[config.mk]
export PLATFORM = sky130hd
export DESIGN_NAME = instr_fetch
export DESIGN_NICKNAME = d
export VERILOG_FILES = /design/src/rtl/instr_fetch_pkg.sv /design/src/rtl/instr_fetch_fifo.sv /design/src/rtl/instr_fetch.sv
export SDC_FILE = /design/constraint.sdc
export NUM_CORES = 1
export LEC_CHECK = 0
export CAP_MARGIN = 25
export CELL_PAD_IN_SITES_DETAIL_PLACEMENT = 0
export CELL_PAD_IN_SITES_GLOBAL_PLACEMENT = 2
export CORE_MARGIN = 4
export CORE_UTILIZATION = 34
export DETAILED_ROUTE_END_ITERATION = 7
export PLACE_DENSITY_LB_ADDON = 0.1
export SYNTH_ARGS = -nofsm -noshare
export SYNTH_HDL_FRONTEND = slang
export SYNTH_SLANG_ARGS = --single-unit
[constraint.sdc]
create_clock -name i_clk -period 6.3 [get_ports i_clk]
set_input_delay 0.63 -clock i_clk [delete_from_list [all_inputs] [get_ports i_clk]]
set_output_delay 0.63 -clock i_clk [all_outputs]
set_load 0.03 [all_outputs]
[src/rtl/instr_fetch_pkg.sv]
// Shared types for the instruction fetch unit: FSM state encoding and the
// {pc, instr} entry carried through the prefetch buffer.
package instr_fetch_pkg;

    typedef enum logic [1:0] {
        StIdle  = 2'd0,
        StFetch = 2'd1,
        StFull  = 2'd2
    } fetch_state_e;

    typedef struct packed {
        logic [31:0] pc;
        logic [31:0] instr;
    } fetch_entry_t;

    localparam int unsigned EntryWidth = $bits(fetch_entry_t);
    localparam logic [3:0]  MemSelWord = 4'hF;

endpackage

[src/rtl/instr_fetch_fifo.sv]
// Prefetch buffer: DEPTH-entry circular FIFO of fetched {pc, instr} pairs.
// Head is read straight from registered storage; flush empties it in one cycle.
module fetch_fifo
    import instr_fetch_pkg::*;
#(
    parameter int unsigned DEPTH = 2,
    localparam int unsigned CntW = $clog2(DEPTH) + 1
) (
    input  logic                  i_clk,
    input  logic                  i_reset,
    input  logic                  i_push,
    input  logic                  i_pop,
    input  logic                  i_flush,
    input  logic [EntryWidth-1:0] i_entry,
    output logic                  o_valid,
    output logic [EntryWidth-1:0] o_entry,
    output logic [CntW-1:0]       o_count
);

    localparam int unsigned PtrW = $clog2(DEPTH);

    fetch_entry_t    mem_q [DEPTH];
    logic [PtrW-1:0] wr_ptr_q;
    logic [PtrW-1:0] rd_ptr_q;
    logic [CntW-1:0] count_q;
    logic            do_push;
    logic            do_pop;

    assign do_push = i_push && (count_q != CntW'(DEPTH));
    assign do_pop  = i_pop && (count_q != '0);

    // DEPTH is a power of two, so pointers wrap naturally.
    always_ff @(posedge i_clk) begin
        if (i_reset) begin
            wr_ptr_q <= '0;
            rd_ptr_q <= '0;
            count_q  <= '0;
            for (int i = 0; i < DEPTH; i++) begin
                mem_q[i] <= '0;
            end
        end else if (i_flush) begin
            wr_ptr_q <= '0;
            rd_ptr_q <= '0;
            count_q  <= '0;
        end else begin
            if (do_push) begin
                mem_q[wr_ptr_q] <= fetch_entry_t'(i_entry);
                wr_ptr_q        <= wr_ptr_q + 1'b1;
            end
            if (do_pop) begin
                rd_ptr_q <= rd_ptr_q + 1'b1;
            end
            count_q <= count_q + CntW'(do_push) - CntW'(do_pop);
        end
    end

    assign o_valid = (count_q != '0);
    assign o_entry = mem_q[rd_ptr_q];
    assign o_count = count_q;

endmodule

[src/rtl/instr_fetch.sv]
// Instruction fetch unit: issues single-word TCM reads, buffers responses in a
// small prefetch FIFO and hands them to decode; redirects squash everything in flight.
module instr_fetch
    import instr_fetch_pkg::*;
#(
    parameter logic [31:0] RESET_VECTOR = 32'h0000_0000,
    parameter int unsigned DEPTH        = 2
) (
    input  logic        i_clk,
    input  logic        i_reset,
    input  logic        i_pc_set,
    input  logic [31:0] i_pc_target,
    output logic        o_mem_dev_sel,
    output logic [29:0] o_mem_addr,
    output logic [3:0]  o_mem_sel,
    output logic        o_mem_write,
    output logic [31:0] o_mem_data,
    input  logic        i_mem_ack,
    input  logic [31:0] i_mem_data,
    output logic        o_valid,
    output logic [31:0] o_instr,
    output logic [31:0] o_pc,
    input  logic        i_ready
);

    localparam int unsigned CntW = $clog2(DEPTH) + 1;

    fetch_state_e    state_q, state_d;
    logic [31:0]     fetch_pc_q, fetch_pc_d;
    logic [31:0]     req_pc_q, req_pc_d;
    logic            outstanding_q, outstanding_d;

    logic [CntW-1:0] count;
    logic [CntW-1:0] count_next;
    logic [CntW-1:0] inflight;
    logic [CntW-1:0] inflight_next;
    logic            issue;
    logic            push;
    logic            pop;
    logic            fifo_valid;
    logic [EntryWidth-1:0] fifo_head;
    fetch_entry_t    head;
    fetch_entry_t    push_entry;
    logic            unused_tgt;

    assign unused_tgt = ^i_pc_target[1:0];

    // Buffer slots already spoken for; a same-cycle pop is deliberately not credited.
    assign inflight = count + CntW'(outstanding_q);
    assign issue    = (state_q == StFetch) && !i_pc_set && (inflight < CntW'(DEPTH));
    assign push     = i_mem_ack && outstanding_q && !i_pc_set;
    assign pop      = fifo_valid && i_ready;

    assign push_entry.pc    = req_pc_q;
    assign push_entry.instr = i_mem_data;

    fetch_fifo #(
        .DEPTH (DEPTH)
    ) u_fifo (
        .i_clk   (i_clk),
        .i_reset (i_reset),
        .i_push  (push),
        .i_pop   (pop),
        .i_flush (i_pc_set),
        .i_entry (push_entry),
        .o_valid (fifo_valid),
        .o_entry (fifo_head),
        .o_count (count)
    );

    assign head = fetch_entry_t'(fifo_head);

    always_comb begin
        count_next    = '0;
        outstanding_d = outstanding_q;
        req_pc_d      = req_pc_q;
        fetch_pc_d    = fetch_pc_q;

        if (!i_pc_set) begin
            count_next = count + CntW'(push) - CntW'(pop);
        end

        // Clearing on redirect makes the response to the squashed request look spurious.
        if (i_pc_set) begin
            outstanding_d = 1'b0;
        end else if (issue) begin
            outstanding_d = 1'b1;
        end else if (i_mem_ack) begin
            outstanding_d = 1'b0;
        end

        if (issue) begin
            req_pc_d = fetch_pc_q;
        end

        if (i_pc_set) begin
            fetch_pc_d = {i_pc_target[31:2], 2'b00};
        end else if (issue) begin
            fetch_pc_d = fetch_pc_q + 32'd4;
        end
    end

    assign inflight_next = count_next + CntW'(outstanding_d);

    always_comb begin
        state_d = state_q;
        unique case (state_q)
            StIdle: state_d = StFetch;
            StFetch: begin
                if (!i_pc_set && (inflight_next == CntW'(DEPTH))) begin
                    state_d = StFull;
                end
            end
            StFull: begin
                if (i_pc_set || (inflight_next < CntW'(DEPTH))) begin
                    state_d = StFetch;
                end
            end
            default: state_d = StIdle;
        endcase
    end

    always_ff @(posedge i_clk) begin
        if (i_reset) begin
            state_q       <= StIdle;
            fetch_pc_q    <= RESET_VECTOR;
            req_pc_q      <= '0;
            outstanding_q <= 1'b0;
        end else begin
            state_q       <= state_d;
            fetch_pc_q    <= fetch_pc_d;
            req_pc_q      <= req_pc_d;
            outstanding_q <= outstanding_d;
        end
    end

    // Reset gating keeps outputs quiet from the very first reset cycle.
    assign o_mem_dev_sel = issue && !i_reset;
    assign o_mem_addr    = fetch_pc_q[31:2];
    assign o_mem_sel     = MemSelWord;
    assign o_mem_write   = 1'b0;
    assign o_mem_data    = '0;

    assign o_valid = fifo_valid && !i_reset;
    assign o_instr = i_reset ? 32'h0 : head.instr;
    assign o_pc    = i_reset ? 32'h0 : head.pc;

endmodule

==> results of run 1 <==
-- critical path, delay by kind of cell (launching register included) --
kind          cells  cell delay, ns
flops             1            0.73
mux               1            0.22
buf+inv           2            1.32
simple gates      1            0.14
-- where the power goes --
part           total (mW)  internal [mW]  switching [mW]
Sequential           1.42           1.38          0.0341
Combinational       0.308          0.115           0.193
Clock                1.06          0.530           0.526
-- metal layers --
layer,vias up,GRT usage (%),part of all wire (%)
met5,-,0,0
met4,0,2.93,0.67
met3,11,3.81,5.6
met2,163,26.3,47
met1,2993,21.2,46
li1,3171,-,-
-- per-stage QoR --
stage                     setup slack [ns]  total power [mW]  area, um2
after floorplan                       3.00              1.63       9160
after global placement                2.91              1.76      10800
after detailed placement              2.93              1.76      10800
after CTS                             2.66              2.81      11300
after global routing                  2.60              2.89      11300
final                                 2.78              2.78      11300
-- cells by family (layout without fill, tap and decap cells) --
family / Yosys count / after routing
AOI/OAI and AO/OA: 105 / 105
xor gates and xnor gates: 8 / 8
adders and majority gates: 5 / 5
buffers and inverters: 104 / 210
DFF: 192 / 192
muxes: 68 / 68
other: 2 / 39
and+or+nand+nor: 372 / 372
-- cells in the final DEF (no fill, tap or decap), drive strengths merged, types with 6 or more instances in the layout --
master and count:
o21ai 13, nor3 9, a31oi 14, nand3 17
edfxtp 124, nor2 78, or3 6, nand2 84
clkbuf 18, a22oi 6, conb 39, inv 18
nor4 7, buf 11, clkdlybuf4s50 158, a21oi 51
nand4 14, dfxtp 68, and2 132, mux2i 63
-- Yosys cell counts, drive strengths merged, types with 14 or more instances --
| master | instances |
|---|---|
| and2 | 132 |
| edfxtp | 124 |
| nand2 | 84 |
| nor2 | 78 |
| dfxtp | 68 |
| mux2i | 63 |
| a21oi | 51 |
| buf | 50 |
| clkbuf | 45 |
| nand3 | 17 |
| a31oi | 14 |
| nand4 | 14 |
-- cell type report --
cell class,instances,area [um2]
Clock inverter,14,140
Timing Repair Buffer,169,1660
Tap cell,335,419
Multi-Input combinational cell,597,3550
Clock buffer,18,429
Sequential cell,192,5090
Inverter,9,33.8
Fill cell,2516,14700
-- final timing paths --
check	endpoint	slack [ns]	depth (start not counted)
max	o_pc[30]	2.78	4
min reg2reg	req_pc_q[15]	0.46	2
max reg2reg	fetch_pc_q[21]	3.28	6
min	req_pc_q[15]	0.46	2
-- flip-flops by register name, summed over array words and instances (netlist names), named ones only --
register         flops
u_fifo.rd_ptr_q      1
fetch_pc_q          30
u_fifo.o_count       2
outstanding_q        1
req_pc_q            30
state_q              2
u_fifo.wr_ptr_q      1
u_fifo.mem_q       124
==> impl_metrics.toml, run 1 <==
[logic_synthesis]
synth_top_family_by_area = "simple AND/OR/NAND/NOR gates"
synthCells = 856
synth_warnings = 0
synth_area_um2 = 9020
synth_simple_gate_area_share_pct = 21.4
yosys-top-cells-area = "edfxtp_1 (41%), dfxtp_1 (15%), and2_1 (9.2%)"
synthMuxAreaShare_pct = 7.62
seq_area_frac_synth_pct = 56.4
ys_ff_latch = 192
synth_edf_count = 124
yosysTopAreaCell = "edfxtp_1"
synth_flop_cell = "edfxtp_1"
synth_xor_area_share_pct = 0.777
synth_fa_ha_area_share_pct = 0.694
synth_compound_area_share_pct = 6.91
ys_types = 51
async_flop_share_pct = 0
yosys.area.top_type_share_pct = 41.3
syn_avg_cell_area_um2 = 10.5

[cts]
root_buffer = "clkbuf_16"
htreeDepth = 4
clk_pin_slew_ns = 0.08
cts-resized-gates = 0
clock_latency_ns = 0.43
cts_buffers = 17
post_cts_buffers = 0
clock_path_buffers = 2
cts.sinks = 192
cts_tree = "yes"
postCtsHoldBufs = 0

[setup_path]
slowest_delay_ns = 0.73
critPathMaxFanout = 32
crit_arrival_ns = 2.89
crit_path_end_kind = "output port"
start_kind = "flop"
reg2reg_from = "u_fifo.o_count[1]"
crit_slowest_cell = "dfxtp_4"
crit_type = "reg -> out"
cp.required_ns = 5.67
cp_cell_sequence = "buf_4 > mux2i_1 > nor2_1 > clkdlybuf4s50_1"

[drt]
routed_via_density = 4.75
drt-pass1-iter-count = 6
vias = 6338
drt_iter0_drc = 338
drtAntennaViolNets = 0
wirelength_um = 22900
avgRoutedWirePerCell_um = 17.2
drc = 0

[finish]
final_cells = 1334
layout-drive-gt1-share_pct = 5.51
antennaDiodeCount = 0
syn_to_final_growth_pct = 25.6
fin_nets = 1060
final_core_util_pct = 43.5

[timing]
relSlewSlack_pct = 34.3
drv_slew = 0
setup_violations = 0
tns_ns = 0
timing.fmax_mhz = 284
tightestPinTransition_ns = 0.985
finClkSkew_ns = 0.0150
rsz0062_at_grt = "false"
post-route-period-util_pct = 55.9
fin_hold_ws_ns = 0.461
hold_violations = 0
fin_crit_ns = 3.52

[min_path]
min_from = "req_pc_q[15]"
holdCritPathClass = "reg -> reg"

[grt]
grt_pass1_wl_um = 35800
first_global_vias = 6352
grt-ovfl-total = 0
grt.total_usage_pct = 15.8
antenna_found_initial = 0
grt_max_degree = 72

[floorplan]
io-pin-count = 202
rows = 59
die_area_um2 = 29200
core_area_um2 = 26100
die_w_um = 171
fp.dieH_um = 171
start_util_pct = 34.6

[placed_design]
io_buffers = 160
gp_congestion = 0.731
dp_hpwl_um = 14300
dp_cells = 1302

[power_and_ir_drop]
power_leakage_nw = 3.95
peakVddDrop_mv = 0.138
power.density_nw_per_um2 = 246

[flow_run]
max_cap_viol_count = 0

[run_status]
status = "finished clean"
Note: power is estimated with default switching activity, not from simulation.
==> inputs of run 2 (changes only) <==
CORE_UTILIZATION = 32   (was 34)
clock period = 3.3 ns   (was 6.3 ns; I/O delays follow)
==> impl_metrics.toml, run 2 (synthesis results as in run 1) <==
[run_status]
status = "finished clean"

[setup_path]
critPathMaxFanout = 28
crit_type = "reg -> out"
rr_worst_depth = 9
reg2reg_slack_ns = 0.74
crit_path_end_kind = "output port"
reg2reg_from = "u_fifo.o_count[1]"
crit_arrival_ns = 2.44
start_kind = "flop"
cp.required_ns = 2.97
r2r_end = "state_q[0]"

[cts]
clk_pin_slew_ns = 0.08
cts_buffers = 17
cts.sinks = 192
htreeDepth = 4
cts_tree = "yes"
clock_latency_ns = 0.43
postCtsHoldBufs = 0
root_buffer = "clkbuf_16"
post_cts_buffers = 0
clock_path_buffers = 2
cts-resized-gates = 0

[drt]
drtAntennaViolNets = 0
vias = 6421
drt_iter0_drc = 328
drt-pass1-iter-count = 4
wirelength_um = 23200
avgRoutedWirePerCell_um = 16.7
drc = 0
routed_via_density = 4.62

[finish]
layout-drive-gt1-share_pct = 6.63
fin_nets = 1072
regMostFlops = "u_fifo.mem_q"
final_common_cell = "clkdlybuf4s50_1"
layout_common_cells = "clkdlybuf4s50_1 (158), and2_1 (132), edfxtp_1 (124)"
largest_reg_flops = 124
syn_to_final_growth_pct = 28.5
final_cells = 1389
antennaDiodeCount = 0
reg_top3 = "u_fifo.mem_q: 124 flops, fetch_pc_q: 30 flops, req_pc_q: 30 flops"

[power_and_ir_drop]
seqPwrFrac_pct = 50.3
internal_power_mw = 3.95
switching_power_mw = 1.42
pwr-share-clk_pct = 38.3
peakVddDrop_mv = 0.263
p_comb_share_pct = 11.4
power_leakage_nw = 4.05
power.density_nw_per_um2 = 464
switching_share_pct = 26.4

[placed_design]
gp_congestion = 0.725
io_buffers = 160
dp_hpwl_um = 15500
dp_cells = 1357

[grt]
grt.total_usage_pct = 15.1
first_global_vias = 6329
antenna_found_initial = 0
grt_max_degree = 63
grt-ovfl-total = 0
grt_pass1_wl_um = 36800

[flow_run]
max_cap_viol_count = 0

[timing]
finClkSkew_ns = 0.0169
fin_crit_ns = 2.77
relSlewSlack_pct = 60.4
rsz0062_at_grt = "false"
tightestPinTransition_ns = 0.594
tns_ns = 0
setup_violations = 0
hold_violations = 0
timing.fmax_mhz = 361
drv_slew = 0
post-route-period-util_pct = 84.1

[floorplan]
fp.dieH_um = 176
rows = 61
core_area_um2 = 27800
io-pin-count = 202
die_area_um2 = 30900
die_w_um = 176
start_util_pct = 32.5

[min_path]
min_from = "i_pc_target[11]"
holdCritPathClass = "in -> reg"
hold_end = "fetch_pc_q[11]"
holdPathStages = 3
## run 2: worst max-delay path, stage by stage (launching register included)
cell and delay (ns):
dfxtp_4 0.72, buf_4 0.32, mux2i_1 0.09, nor2_1 0.16, clkdlybuf4s50_1 0.70
## run 2: how the worst max path moves through the flow
| stage | from | to | slack (ns) | cells after the start |
|---|---|---|---|---|
| floorplan | i_pc_set | u_fifo.mem_q[1][0] | 0.30 | 5 |
| global placement | i_pc_set | state_q[0] | 0.41 | 11 |
| detailed placement | i_pc_set | state_q[0] | 0.36 | 11 |
| CTS | flop | o_instr[18] | 0.47 | 4 |
| global route | flop | o_instr[29] | 0.40 | 4 |
| finish | flop | o_instr[29] | 0.53 | 4 |
## run 2: area by class of cell
cell class	instances	area, um2
Clock buffer	19	433
Clock inverter	13	143
Fill cell	2757	16200
Inverter	9	33.8
Multi-Input combinational cell	597	3550
Sequential cell	192	5090
Tap cell	378	473
Timing Repair Buffer	181	1870
## run 2: layer usage
layer	share of wire [%]	vias to the layer above	track usage (%)
met5	0	-	0
li1	-	3199	-
met1	49	3052	21.7
met3	5.7	9	3.72
met2	44	161	23.4
met4	0.59	0	3.12
## run 2: metrics by stage
stage | hold WS (ns) | utilization [%] | instance area (um2) | total power [mW] | worst slack (ns)
2_1_floorplan | 0.440 | - | 9160 | 3.12 | 0.297
3_3_place_gp | 0.450 | 39.6 | 11000 | 3.38 | 0.409
3_5_place_dp | 0.456 | 39.6 | 11000 | 3.38 | 0.357
4_1_cts | 0.435 | 41.7 | 11600 | 5.45 | 0.468
5_1_grt | 0.458 | 41.7 | 11600 | 5.60 | 0.396
6_report | 0.459 | 41.7 | 11600 | 5.37 | 0.526
## run 2: power groups by stage
stage                     Combinational (mW)  Clock (mW)  Sequential (mW)
after floorplan                        0.338           0             2.78
after global placement                 0.619           0             2.76
after detailed placement               0.620           0             2.76
after CTS                              0.622        2.12             2.71
after global routing                   0.661        2.22             2.72
final                                  0.611        2.06             2.70
